===== config.mk =====
export PLATFORM = sky130hd
export DESIGN_NAME = snn_fc_sequencer
export DESIGN_NICKNAME = d
export VERILOG_FILES = /design/src/rtl/snn_fc_sequencer.sv
export SDC_FILE = /design/constraint.sdc
export NUM_CORES = 1
export LEC_CHECK = 0
export CORE_MARGIN = 1
export CORE_UTILIZATION = 48
export CTS_CLUSTER_DIAMETER = 150
export DETAILED_ROUTE_END_ITERATION = 12
export HOLD_SLACK_MARGIN = 0.06
export PLACE_DENSITY = 0.65
export SLEW_MARGIN = 5
export SYNTH_ARGS = -nofsm -noshare
export SYNTH_HDL_FRONTEND = slang
export SYNTH_SLANG_ARGS = --single-unit

===== constraint.sdc =====
create_clock -name clk -period 21.1 [get_ports clk]
set_input_delay 3.165 -clock clk [delete_from_list [all_inputs] [get_ports clk]]
set_output_delay 3.165 -clock clk [all_outputs]
set_load 0.01 [all_outputs]

===== src/rtl/snn_fc_sequencer.sv =====
// ---------------------------------------------------------------------------
// snn_fc_sequencer
//   Control sequencer for the fully-connected spiking layer. For every
//   timestep it walks the input rows (BRAM load, then settle/accumulate),
//   strobes the neuron update and the V/spike write-back, and counts output
//   spikes per neuron. After T_STEPS timesteps it reports the argmax neuron.
//
// Ports
//   clk        : clock, rising edge
//   rst        : synchronous active-high reset
//   start      : run request, sampled only while idle
//   spike_in   : neuron spikes, consumed during write-back only
//   busy       : run in progress (LOAD .. DONE)
//   en_load    : BRAM read enable
//   addr_r     : row address for x / weight / old-state BRAMs
//   acc_clr    : clear the row accumulator (first load cycle of each timestep)
//   acc_en     : accumulate the current row
//   bias_en    : add bias as well (last row only)
//   first_step : timestep 0 marker; datapath masks stale V/spike state
//   fire_en    : neuron update strobe
//   wr_en      : V/spike state write strobe
//   clr_state  : zero the V/spike state memory
//   done       : one-cycle completion pulse
//   class_out  : winning neuron index, held until the next completion
// ---------------------------------------------------------------------------
module snn_fc_sequencer #(
   parameter int ROWS     = 28,
   parameter int N_OUT    = 10,
   parameter int T_STEPS  = 20,
   parameter int LOAD_CYC = 2,
   parameter int ACC_CYC  = 3,
   parameter int CNT_W    = 8
) (
   input  logic             clk,
   input  logic             rst,
   input  logic             start,
   input  logic [N_OUT-1:0] spike_in,
   output logic             busy,
   output logic             en_load,
   output logic [5:0]       addr_r,
   output logic             acc_clr,
   output logic             acc_en,
   output logic             bias_en,
   output logic             first_step,
   output logic             fire_en,
   output logic             wr_en,
   output logic             clr_state,
   output logic             done,
   output logic [3:0]       class_out
);

   localparam int STEP_W  = (T_STEPS > 1) ? $clog2(T_STEPS) : 1;
   localparam int SUB_MAX = (LOAD_CYC > ACC_CYC) ? LOAD_CYC : ACC_CYC;
   localparam int SUB_W   = (SUB_MAX > 1) ? $clog2(SUB_MAX) : 1;

   localparam logic [5:0]        LAST_ROW  = 6'(ROWS - 1);
   localparam logic [STEP_W-1:0] LAST_STEP = STEP_W'(T_STEPS - 1);
   localparam logic [SUB_W-1:0]  LOAD_LAST = SUB_W'(LOAD_CYC - 1);
   localparam logic [SUB_W-1:0]  ACC_LAST  = SUB_W'(ACC_CYC - 1);
   localparam logic [CNT_W-1:0]  CNT_MAX   = '1;

   typedef enum logic [2:0] {
      S_IDLE, S_LOAD, S_ACC, S_FIRE, S_WB, S_DONE
   } state_e;

   state_e            state_q, state_d;
   logic [SUB_W-1:0]  cyc_q, cyc_d;    // cycle index inside LOAD / ACC
   logic [5:0]        row_q, row_d;
   logic [STEP_W-1:0] step_q, step_d;

   logic [CNT_W-1:0]  cnt_q [N_OUT];
   logic [3:0]        class_q;
   logic [3:0]        best_idx;
   logic [CNT_W-1:0]  best_val;

   // -------------------------------------------------------------------
   // State register
   // -------------------------------------------------------------------
   // NOTE: sequential state uses non-blocking assignments so every register
   // samples the pre-edge values regardless of statement order.
   always_ff @(posedge clk) begin
      if (rst) begin
         state_q <= S_IDLE;
         cyc_q   <= '0;
         row_q   <= '0;
         step_q  <= '0;
      end else begin
         state_q <= state_d;
         cyc_q   <= cyc_d;
         row_q   <= row_d;
         step_q  <= step_d;
      end
   end

   // -------------------------------------------------------------------
   // Next-state logic
   // -------------------------------------------------------------------
   // NOTE: every variable gets a default before the case so no path can
   // leave one unassigned and infer a latch.
   always_comb begin
      state_d = state_q;
      cyc_d   = cyc_q;
      row_d   = row_q;
      step_d  = step_q;
      unique case (state_q)
         S_IDLE: begin
            if (start) begin
               state_d = S_LOAD;
               cyc_d   = '0;
               row_d   = '0;
               step_d  = '0;
            end
         end
         S_LOAD: begin
            if (cyc_q == LOAD_LAST) begin
               state_d = S_ACC;
               cyc_d   = '0;
            end else begin
               cyc_d = cyc_q + 1'b1;
            end
         end
         S_ACC: begin
            if (cyc_q == ACC_LAST) begin
               cyc_d = '0;
               if (row_q < LAST_ROW) begin
                  row_d   = row_q + 6'd1;
                  state_d = S_LOAD;
               end else begin
                  row_d   = '0;
                  state_d = S_FIRE;
               end
            end else begin
               cyc_d = cyc_q + 1'b1;
            end
         end
         S_FIRE: state_d = S_WB;
         S_WB: begin
            row_d = '0;
            if (step_q < LAST_STEP) begin
               step_d  = step_q + 1'b1;
               state_d = S_LOAD;
            end else begin
               state_d = S_DONE;
            end
         end
         S_DONE: begin
            step_d  = '0;
            state_d = S_IDLE;
         end
         default: state_d = S_IDLE;
      endcase
   end

   // -------------------------------------------------------------------
   // Output decode (Moore; only class_out is registered)
   // -------------------------------------------------------------------
   always_comb begin
      busy       = (state_q != S_IDLE);
      en_load    = 1'b0;
      addr_r     = '0;
      acc_clr    = 1'b0;
      acc_en     = 1'b0;
      bias_en    = 1'b0;
      first_step = 1'b0;
      fire_en    = 1'b0;
      wr_en      = 1'b0;
      clr_state  = 1'b0;
      done       = 1'b0;
      class_out  = class_q;
      unique case (state_q)
         S_LOAD: begin
            en_load    = 1'b1;
            addr_r     = row_q;
            acc_clr    = (cyc_q == '0) && (row_q == '0);
            first_step = (step_q == '0);
         end
         S_ACC: begin
            addr_r     = row_q;
            acc_en     = (cyc_q == ACC_LAST);
            bias_en    = (cyc_q == ACC_LAST) && (row_q == LAST_ROW);
            first_step = (step_q == '0);
         end
         S_FIRE: begin
            fire_en    = 1'b1;
            first_step = (step_q == '0);
         end
         S_WB: begin
            wr_en      = 1'b1;
            first_step = (step_q == '0);
         end
         S_DONE: begin
            done      = 1'b1;
            clr_state = 1'b1;
         end
         default: ;
      endcase
   end

   // -------------------------------------------------------------------
   // Argmax: strict '>' keeps the lowest index on ties; all-zero gives 0
   // -------------------------------------------------------------------
   always_comb begin
      best_idx = '0;
      best_val = cnt_q[0];
      for (int i = 1; i < N_OUT; i++) begin
         if (cnt_q[i] > best_val) begin
            best_val = cnt_q[i];
            best_idx = 4'(i);
         end
      end
   end

   // -------------------------------------------------------------------
   // Spike counters and result register
   // -------------------------------------------------------------------
   // NOTE: the counters are a small register array rather than a RAM, so
   // they take the synchronous reset like any other flop.
   always_ff @(posedge clk) begin
      if (rst) begin
         for (int i = 0; i < N_OUT; i++) cnt_q[i] <= '0;
         class_q <= '0;
      end else begin
         if (state_q == S_IDLE && start) begin
            for (int i = 0; i < N_OUT; i++) cnt_q[i] <= '0;
         end else if (state_q == S_WB) begin
            for (int i = 0; i < N_OUT; i++) begin
               if (spike_in[i] && cnt_q[i] != CNT_MAX) cnt_q[i] <= cnt_q[i] + 1'b1;
            end
         end
         if (state_q == S_DONE) class_q <= best_idx;
      end
   end

endmodule


==> Word level (Yosys, flattened, before mapping) <==
Memories as Yosys holds them, arrays and structs flattened.
Cells that the tools add are included.
{ "totals": {"wordCells": 217, "in_bits": 13, "register_bits": 20, "mem_bits_rw": 80, "memories": 1} }
{ "mem_list": {"columns": ["memory", "depth", "width", "read_ports", "rd_clocked_by_memory_dff", "wr", "line_no", "rtl"], "rows": [
  ["cnt_q", 10, 8, 10, 0, 10, "71", "logic [CNT_W-1:0] cnt_q [N_OUT];"]
]} }
{ "classes": {"n_eq_ne": 22, "bitwise_logic": 20, "add_sub_neg": 13, "n_reduce_logical": 27, "mux": 118, "magnitude_cmp": 11} }
{ "ops": {"columns": ["cell", "n"], "rows": [
  ["2-to-1 mux 8 bit", 28],
  ["adder 8 x 1 -> 8 bit, second input constant", 10],
  ["inequality test 8 bit, second input constant", 10],
  ["> comparator 8 bit", 9],
  ["2-to-1 mux 1 bit", 64],
  ["2-to-1 mux 4 bit", 8],
  ["2-to-1 mux 6 bit", 4],
  ["bitwise OR 1 bit", 20],
  ["case mux 6 bit (3 select lines)", 1],
  ["case mux 3 bit (5 select lines)", 1],
  ["case mux 5 bit (3 select lines)", 1],
  ["logical AND 1 bit", 13],
  ["2-to-1 mux 3 bit", 4],
  ["nonzero test 3 bit", 4],
  ["2-to-1 mux 5 bit", 2],
  ["AND reduction 3 bit", 3],
  ["2-to-1 mux 2 bit", 4],
  ["inequality test 2 bit, second input constant", 4],
  ["adder 6 x 1 -> 6 bit, second input constant", 1],
  ["== test 3 x 2 -> 1 bit, second input constant", 2],
  ["== test 3 bit, second input constant", 2],
  ["== test 6 x 5 -> 1 bit, second input constant", 1],
  ["logical NOT 6 bit", 1],
  ["< comparator 6 x 5 -> 1 bit, second input constant", 1],
  ["other kinds (13)", 13]
]} }

==> Longest topological paths before layout <==
Gate-level depths: netlist of the first run.
An unclocked memory read counts as a cell.
{ "logic_depth": {"depth_word": 19, "ltp_mapped": 89} }

==> Least setup slack after synthesis of the first run <==
Ideal clock, no wire load.
{ "synth_path": {"kind": "register to register", "from": "memory cnt_q[0][2]", "to": "register class_q[1], in the netlist class_out[1]", "required_ps": 21008, "path_stages_with_launch": 84, "t_arrival_ps": 16175, "setup_time_ps": 92, "path_slack_ps": 4833, "period_less_slack_ps": 16267, "cell_sequence": "edfxtp_1 clkbuf_1 inv_1 ha_1 a21oi_1 a21oi_4 o21ai_1 mux2i_1 ha_1 a2111oi_0 o21bai_1 a21bo_2 a21oi_2 nor2_1 clkbuf_1 nor2_1 a21oi_1 inv_1 (+48 left out) o21ai_0 nand2b_1 a21oi_1 o21ai_0 o21ai_1 clkbuf_1 o22ai_1 ha_1 nor2b_1 o21a_1 o21ai_0 nand2b_1 a21oi_1 o21a_1 o21a_1 and2_1 nand2b_1 o32ai_1"} }
{ "synth_rtl": {"columns": ["item", "line_no", "rtl"], "rows": [
  ["start, declared", "71", null],
  ["end signal, assigned", "230", "if (state_q == S_DONE) class_q <= best_idx;"],
  ["end, declared", "72", "logic [3:0] class_q;"]
]} }

==> results of run 1 <==
-- layout make-up --
type | count | area, um2 | area share [%]
multi-input cells | 728 | 5019 | 55.89
clock inverters | 6 | 72.57 | 0.8081
repair buffers | 34 | 335.3 | 3.734
inverters | 60 | 225.2 | 2.508
flip-flops and latches | 100 | 2803 | 31.21
clock buffers | 10 | 250.2 | 2.787
well taps | 220 | 275.3 | 3.065
-- flip-flops by register name, indices dropped and copies added, names as in the netlist --
| name | cells |
|---|---|
| class_out | 4 |
| cnt_q | 80 |
| cyc_q | 2 |
| row_q | 6 |
| state_q | 3 |
| step_q | 5 |
-- worst min-delay path by stage --
stage	startpoint	end	slack (ns)	cells after the start
finish	class_out[2]	class_out[2]	0.48	2
global placement	class_out[2]	class_out[2]	0.47	2
floorplan	cyc_q[1]	cyc_q[1]	0.48	2
global route	class_out[2]	class_out[2]	0.51	2
CTS	class_out[2]	class_out[2]	0.49	2
detailed placement	class_out[2]	class_out[2]	0.47	2
-- synthesized netlist by cell type (all sizes together), types with 3 or more instances --
master	instances	area [um2]
nor2	125	469.2
edfxtp	80	2402
ha	80	1001
nand2	79	296.5
a21oi	61	324.1
inv	60	225.2
nand3	41	205.2
xnor2	38	332.8
xor2	30	262.8
o21ai	26	133.9
nor3	23	136.4
dfxtp	20	400.4
nor2b	20	125.1
clkbuf	18	67.56
nand4	18	112.6
a21o	16	120.1
and4	14	122.6
and2	13	81.33
mux2i	13	130.1
a2111oi	12	135.1
mux2	11	127.6
o21a	10	75.07
a31o	9	78.83
or2	9	56.30
a211oi	8	72.57
o22ai	8	50.05
nand2b	7	51.30
buf	6	43.79
and3	4	25.02
o31ai	4	48.79
a211o	3	26.28
a21boi	3	22.52
a31oi	3	18.77
nor4	3	18.77
o211a	3	30.03
-- cell families after synthesis --
family / Yosys count
compound gates: 191
xor+xnor: 68
fa+ha+maj: 81
buf+inv: 84
flops: 100
mux: 24
simple gates: 364
-- layer usage --
layer / wire length, um / up-vias / share of wire, %
li1: - / 3353 / -
met1: 9051 / 3044 / 49
met2: 8309 / 131 / 45
met3: 628 / 25 / 3.4
met4: 317 / 0 / 1.7
met5: 0 / - / 0
-- through the flow --
step / setup WS, ns / hold WS, ns / util [%] / cells / area [um2]
after global placement: 2.582 / 0.4744 / 52.20 / 1142 / 8657
after CTS: 2.177 / 0.4854 / 54.15 / 1158 / 8980
after floorplan: 4.833 / 0.4783 / - / 912 / 8158
after detailed placement: 2.248 / 0.4720 / 52.20 / 1142 / 8657
final: 1.987 / 0.4837 / 54.15 / 1158 / 8980
after global routing: 0.3687 / 0.5129 / 54.15 / 1158 / 8980
-- worst max-delay path: cells and delay by family, from the launching register on --
kind,cells,cell delay (ns)
AO/OA/AOI/OAI,42,9.83
AND/OR/NAND/NOR,21,4.69
adder cells (fa/ha/maj),9,2.51
multiplexers,3,1.19
flip-flops,1,0.49
buffers and inverters,3,0.24
==> metrics.md, run 1 <==
| Metric | Value |
|---|---|
| Number of max-slew violations in the final report | `0` |
| Setup CP Type | `reg -> reg` |
| Net count, final | `1026` |
| Gr usage total | `21.69%` |
| Library cells used by synthesis | `81` |
| Adder and majority cell fraction of the synthesized area | `12.39%` |
| FMAX | `52.32 MHz` |
| Syn avg cell area | `8.945 um2` |
| Crit path max-delay cell type | `sky130_fd_sc_hd__o21ai_1` |
| Critical Path Fanout Max | `18` |
| Number of failing setup endpoints in the final timing report | `0` |
| H-tree depth reported by CTS | `3` |
| Fraction of synthesized area in multiplexers | `3.160%` |
| Setup repair after global routing missed its margin | `false` |
| Termination of the worst setup path | `class_out[1]` |
| Vert. Die Dim | `132.4 um` |
| Part of the cycle the worst path needs | `90.58%` |
| Predominant post-synthesis flop cell | `sky130_fd_sc_hd__edfxtp_1` |
| Pin count of the biggest net entering global routing | `19` |
| Number of register bits inferred by synthesis | `100` |
| Number of nets still failing antenna checks after routing | `0` |
| Clock Sinks | `100` |
| Synth Area in Compound Gates | `16.96%` |
| Average wire length per cell after detail routing | `15.81 um` |
| Final hold viol count | `0` |
| Yosys warns | `0` |
| Final routed wirelength across all metal layers | `18310 um` |
| R2R depth | `78` |
| ANT cells | `0` |
| Transition at the pin with the smallest max-transition slack | `0.9766 ns` |
| Share of synthesized registers carrying an async set or reset | `0%` |
| Slew HR | `34.46%` |
| Root buffer selected by CTS | `sky130_fd_sc_hd__clkbuf_16` |
| Critical path data required time | `21.37 ns` |
| Residual overflow from global routing | `0` |
| Critical R2R Launch | `cnt_q[1][3]` |
| Simple-gate portion of the synthesized area | `21.70%` |
| Critical path endpoint category | `register` |
| Total Neg Setup Slack | `0 ns` |
| Met1 capacity usage during global routing | `30.17%` |
| TritonCTS clock tree | `yes` |
| Area growth from synthesis to layout | `10.08%` |
| Number of antenna violations at the first check in global routing | `0` |
| Die extent in x | `132.4 um` |
| Clock edge transition at the registers on the reported setup and hold paths | `0.08 ns` |
| Reg-to-reg endpoint | `class_out[1]` |
| Total iterations of the first detailed-routing run | `5` |
| Max stage delay on crit path | `0.78 ns` |
| Post-CTS Setup Inserts | `0` |
| # Max-Cap Violations | `0` |
| Number of enable-type register cells in the synthesized netlist | `80` |
| Placer Congestion | `0.9188` |
| Arrival time of the worst setup path | `19.38 ns` |
| Wire length of the first global-routing pass | `30730 um` |
| Crit path time final | `19.11 ns` |
| Via count of the first global-routing pass | `6206` |
| Most common cell after layout, fill and taps aside | `sky130_fd_sc_hd__nor2_1` |
| Total standard cell area after synthesis | `8158 um2` |
| Ports | `33` |
| Worst-case clock skew | `0.01453 ns` |
| GR peak layer | `met2` |
| Number of CTS-inserted buffers | `9` |
| Area enclosed by the die boundary | `17520 um2` |
| Initial standard-cell utilization of the core | `49.19%` |
| Share of post-route cells with drive strength above 1 | `7.143%` |
| Vias | `6553` |
| Number of DRC violations after detailed-routing iteration 0 | `367` |
| Floorplan Core Area | `16580 um2` |
| Post_cts resized | `0` |
| Portion of the post-synthesis area used by sequential elements | `34.36%` |
| Main combinational cell family by area after synthesis | `simple AND/OR/NAND/NOR gates` |
| Cell row count | `47` |
| Synthesized net count | `1005` |
| Outcome | `finished, final reports clean` |
| Clk_lat worst skew | `0.36 ns` |
| Share of the synthesized netlist area taken by xor and xnor gates | `7.301%` |
| Type of element launching the critical path | `register` |
| Cell type with the highest occurrence count on the critical path | `sky130_fd_sc_hd__a21oi_1` |
| Number of standard cells after synthesis | `912` |
| Count of input and output buffers | `32` |
| Residual DRC count | `0` |
| Average via count per standard cell | `5.659` |
| Longest Clk Path Bufs | `2` |
| Detail Placement HPWL | `13790 um` |
| Worst setup startpoint | `cnt_q[1][3]` |
| Met2 track demand over resource | `34.65%` |
| Worst R2R Setup Slack | `1.99 ns` |
| Hold Crit Class | `reg -> reg` |
| Leading cell types in the layout, fill and taps excluded | `sky130_fd_sc_hd__nor2_1, sky130_fd_sc_hd__ha_1, sky130_fd_sc_hd__edfxtp_1` |
| Met3 usage in global routing | `3.345%` |
| Hold buffer count at cts | `0` |
| Fill cell instance count of the final layout | `1608` |
Power of run 1 is not shown: default switching activity piles up to over one toggle a cycle in this logic, so the estimate is an artifact.
==> run 2: changes to the inputs <==
- clock period: 21.1 -> 19.7 ns (I/O delays scaled with it)
==> run 2 against run 1 <==
Against the previous run:
- non-clock buffer count unchanged
- design area hardly changed
- critical path depth unchanged
- clock skew is 0.0020 ns lower
- global-route usage rose by 0.073 points
- wire length fell by 0.46%
- die area unchanged
- critical path type unchanged
==> metrics.md, run 2 (same netlist as run 1, synthesis figures left out) <==
| Metric | Value |
|---|---|
| Placer Congestion | `0.9179 (was 0.9188)` |
| Slew HR | `40.85% (was 34.46%)` |
| Area enclosed by the die boundary | `17520 um2 (unchanged)` |
| Fill cell instance count of the final layout | `1584 (was 1608)` |
| Clock Sinks | `100 (unchanged)` |
| Area growth from synthesis to layout | `10.17% (was 10.08%)` |
| Floorplan Core Area | `16580 um2 (unchanged)` |
| Post_cts resized | `0 (unchanged)` |
| Via count of the first global-routing pass | `6168 (was 6206)` |
| Number of antenna violations at the first check in global routing | `0 (unchanged)` |
| ANT cells | `0 (unchanged)` |
| Cell row count | `47 (unchanged)` |
| Met2 track demand over resource | `34.24% (was 34.65%)` |
| Leading cell types in the layout, fill and taps excluded | `sky130_fd_sc_hd__nor2_1, sky130_fd_sc_hd__ha_1, sky130_fd_sc_hd__edfxtp_1 (unchanged)` |
| Residual overflow from global routing | `0 (unchanged)` |
| # Max-Cap Violations | `0 (unchanged)` |
| TritonCTS clock tree | `yes (unchanged)` |
| Hold Crit Class | `reg -> reg (unchanged)` |
| Number of max-slew violations in the final report | `0 (unchanged)` |
| Met1 capacity usage during global routing | `30.04% (was 30.17%)` |
| Part of the cycle the worst path needs | `90.86% (was 90.58%)` |
| Hold Crit Depth | `2 (unchanged)` |
| Worst min-delay path endpoint | `class_out[2] (unchanged)` |
| Type of element launching the critical path | `register (unchanged)` |
| Die extent in x | `132.4 um (unchanged)` |
| Vias | `6554 (was 6553)` |
| Crit path time final | `17.90 ns (was 19.11 ns)` |
| Max reg flops | `80 (unchanged)` |
| Pin count of the biggest net entering global routing | `19 (unchanged)` |
| Initial standard-cell utilization of the core | `49.19% (unchanged)` |
| Share of post-route cells with drive strength above 1 | `7.676% (was 7.143%)` |
| Critical Path Fanout Max | `18 (unchanged)` |
| Max stage delay on crit path | `0.62 ns (was 0.78 ns)` |
| CP top delay family | `compound AO/OA/AOI/OAI gates (unchanged)` |
| Area of combinational cells with multiple inputs | `5034 um2 (was 5019 um2)` |
| Ports | `33 (unchanged)` |
| Average wire length per cell after detail routing | `15.74 um (was 15.81 um)` |
| Worst path bufs/invs | `3 (unchanged)` |
| Setup repair after global routing missed its margin | `false (unchanged)` |
| Total iterations of the first detailed-routing run | `5 (unchanged)` |
| Arrival time of the worst setup path | `18.18 ns (was 19.38 ns)` |
| Register with the most flip-flops | `cnt_q (unchanged)` |
| Detail Placement HPWL | `13800 um (was 13790 um)` |
| Residual DRC count | `0 (unchanged)` |
| Hold buffer count at cts | `0 (unchanged)` |
| Final hold viol count | `0 (unchanged)` |
| Wire length of the first global-routing pass | `30520 um (was 30730 um)` |
| Average via count per standard cell | `5.660 (was 5.659)` |
| Hold path start | `class_out[2] (unchanged)` |
| Clk_lat worst skew | `0.37 ns (was 0.36 ns)` |
| Critical path data required time | `19.98 ns (was 21.37 ns)` |
| Leading registers by flop count | `cnt_q (80), row_q (6), step_q (5) (unchanged)` |
| Final routed wirelength across all metal layers | `18220 um (was 18310 um)` |
| Outcome | `finished, final reports clean (unchanged)` |
| Crit path max-delay cell type | `sky130_fd_sc_hd__or4b_2 (was sky130_fd_sc_hd__o21ai_1)` |
| Most common cell after layout, fill and taps aside | `sky130_fd_sc_hd__nor2_1 (unchanged)` |
| Net count, final | `1026 (unchanged)` |
| Number of failing setup endpoints in the final timing report | `0 (unchanged)` |
| Critical path endpoint category | `register (unchanged)` |
| Setup CP Type | `reg -> reg (unchanged)` |
| Number of DRC violations after detailed-routing iteration 0 | `442 (was 367)` |
| Count of input and output buffers | `32 (unchanged)` |
| GR peak layer | `met2 (unchanged)` |
| Clock edge transition at the registers on the reported setup and hold paths | `0.08 ns (about the same)` |
| Vert. Die Dim | `132.4 um (unchanged)` |
| Transition at the pin with the smallest max-transition slack | `0.8854 ns (was 0.9766 ns)` |
| Number of nets still failing antenna checks after routing | `0 (unchanged)` |
| Root buffer selected by CTS | `sky130_fd_sc_hd__clkbuf_16 (unchanged)` |
| Post-CTS Setup Inserts | `0 (unchanged)` |
| Seq. cell area | `2803 um2 (unchanged)` |
| Met3 usage in global routing | `3.960% (was 3.345%)` |
| Total Neg Setup Slack | `0 ns (unchanged)` |
| H-tree depth reported by CTS | `3 (unchanged)` |
| FMAX | `55.87 MHz (was 52.32 MHz)` |
| Worst R2R Setup Slack | `1.80 ns (was 1.99 ns)` |
| Critical R2R Launch | `cnt_q[1][3] (unchanged)` |
| Number of CTS-inserted buffers | `9 (unchanged)` |
| Reg-to-reg endpoint | `class_out[1] (unchanged)` |
| R2R depth | `78 (unchanged)` |
| Worst-case clock skew | `0.01255 ns (was 0.01453 ns)` |
| Cell type with the highest occurrence count on the critical path | `sky130_fd_sc_hd__a21oi_1 (unchanged)` |
| Gr usage total | `21.77% (was 21.69%)` |
| Longest Clk Path Bufs | `2 (unchanged)` |
## run 2: layer usage
metal  vias up  part of all wire, %
met5         -                    0
met4         0                  1.8
met3        25                  4.2
met2       123                   46
met1      3052                   48
li1       3354                    -
## run 2: metrics by stage
step / utilization, % / hold WS, ns / worst slack, ns / cells / area, um2
CTS: 54.10 / 0.4858 / 0.8987 / 1158 / 8972
detailed placement: 52.20 / 0.4720 / 0.9032 / 1142 / 8657
global route: 54.20 / 0.5127 / 0.2079 / 1158 / 8987
floorplan: - / 0.4783 / 3.433 / 912 / 8158
global placement: 52.20 / 0.4743 / 1.181 / 1142 / 8657
finish: 54.20 / 0.4846 / 1.801 / 1158 / 8987
## run 2: worst reg2reg max path: cells and delay by family, from the launching register on
family	cells	cell delay, ns
AOI/OAI and AO/OA	42	9.40
adders and majority gates	9	2.37
buffers and inverters	3	0.25
DFF	1	0.49
muxes	3	1.15
and+or+nand+nor	21	4.17
## run 2: final cells by class
cell class,instances,area share (%)
Clock buffer,11,2.937
Clock inverter,5,0.5708
Inverter,60,2.506
Multi-Input combinational cell,728,56.01
Sequential cell,100,31.18
Tap cell,220,3.063
Timing Repair Buffer,34,3.731
## run 2: worst max path at each step
stage,from,end,cells after the start
floorplan,cnt_q[0][2],class_out[1],83
global placement,cnt_q[1][3],class_out[1],78
detailed placement,cnt_q[1][3],class_out[1],78
CTS,cnt_q[1][3],class_out[1],78
global route,cnt_q[1][3],class_out[1],78
finish,cnt_q[1][3],class_out[1],78
Power of run 2 is left out for the same reason.
==> run 3: changes to the inputs <==
- GPL_ROUTABILITY_DRIVEN: default -> 0
==> results of run 3 <==
The final DEF is identical to that of run 2; final timing and power are the same.
Power of run 3 is left out for the same reason.
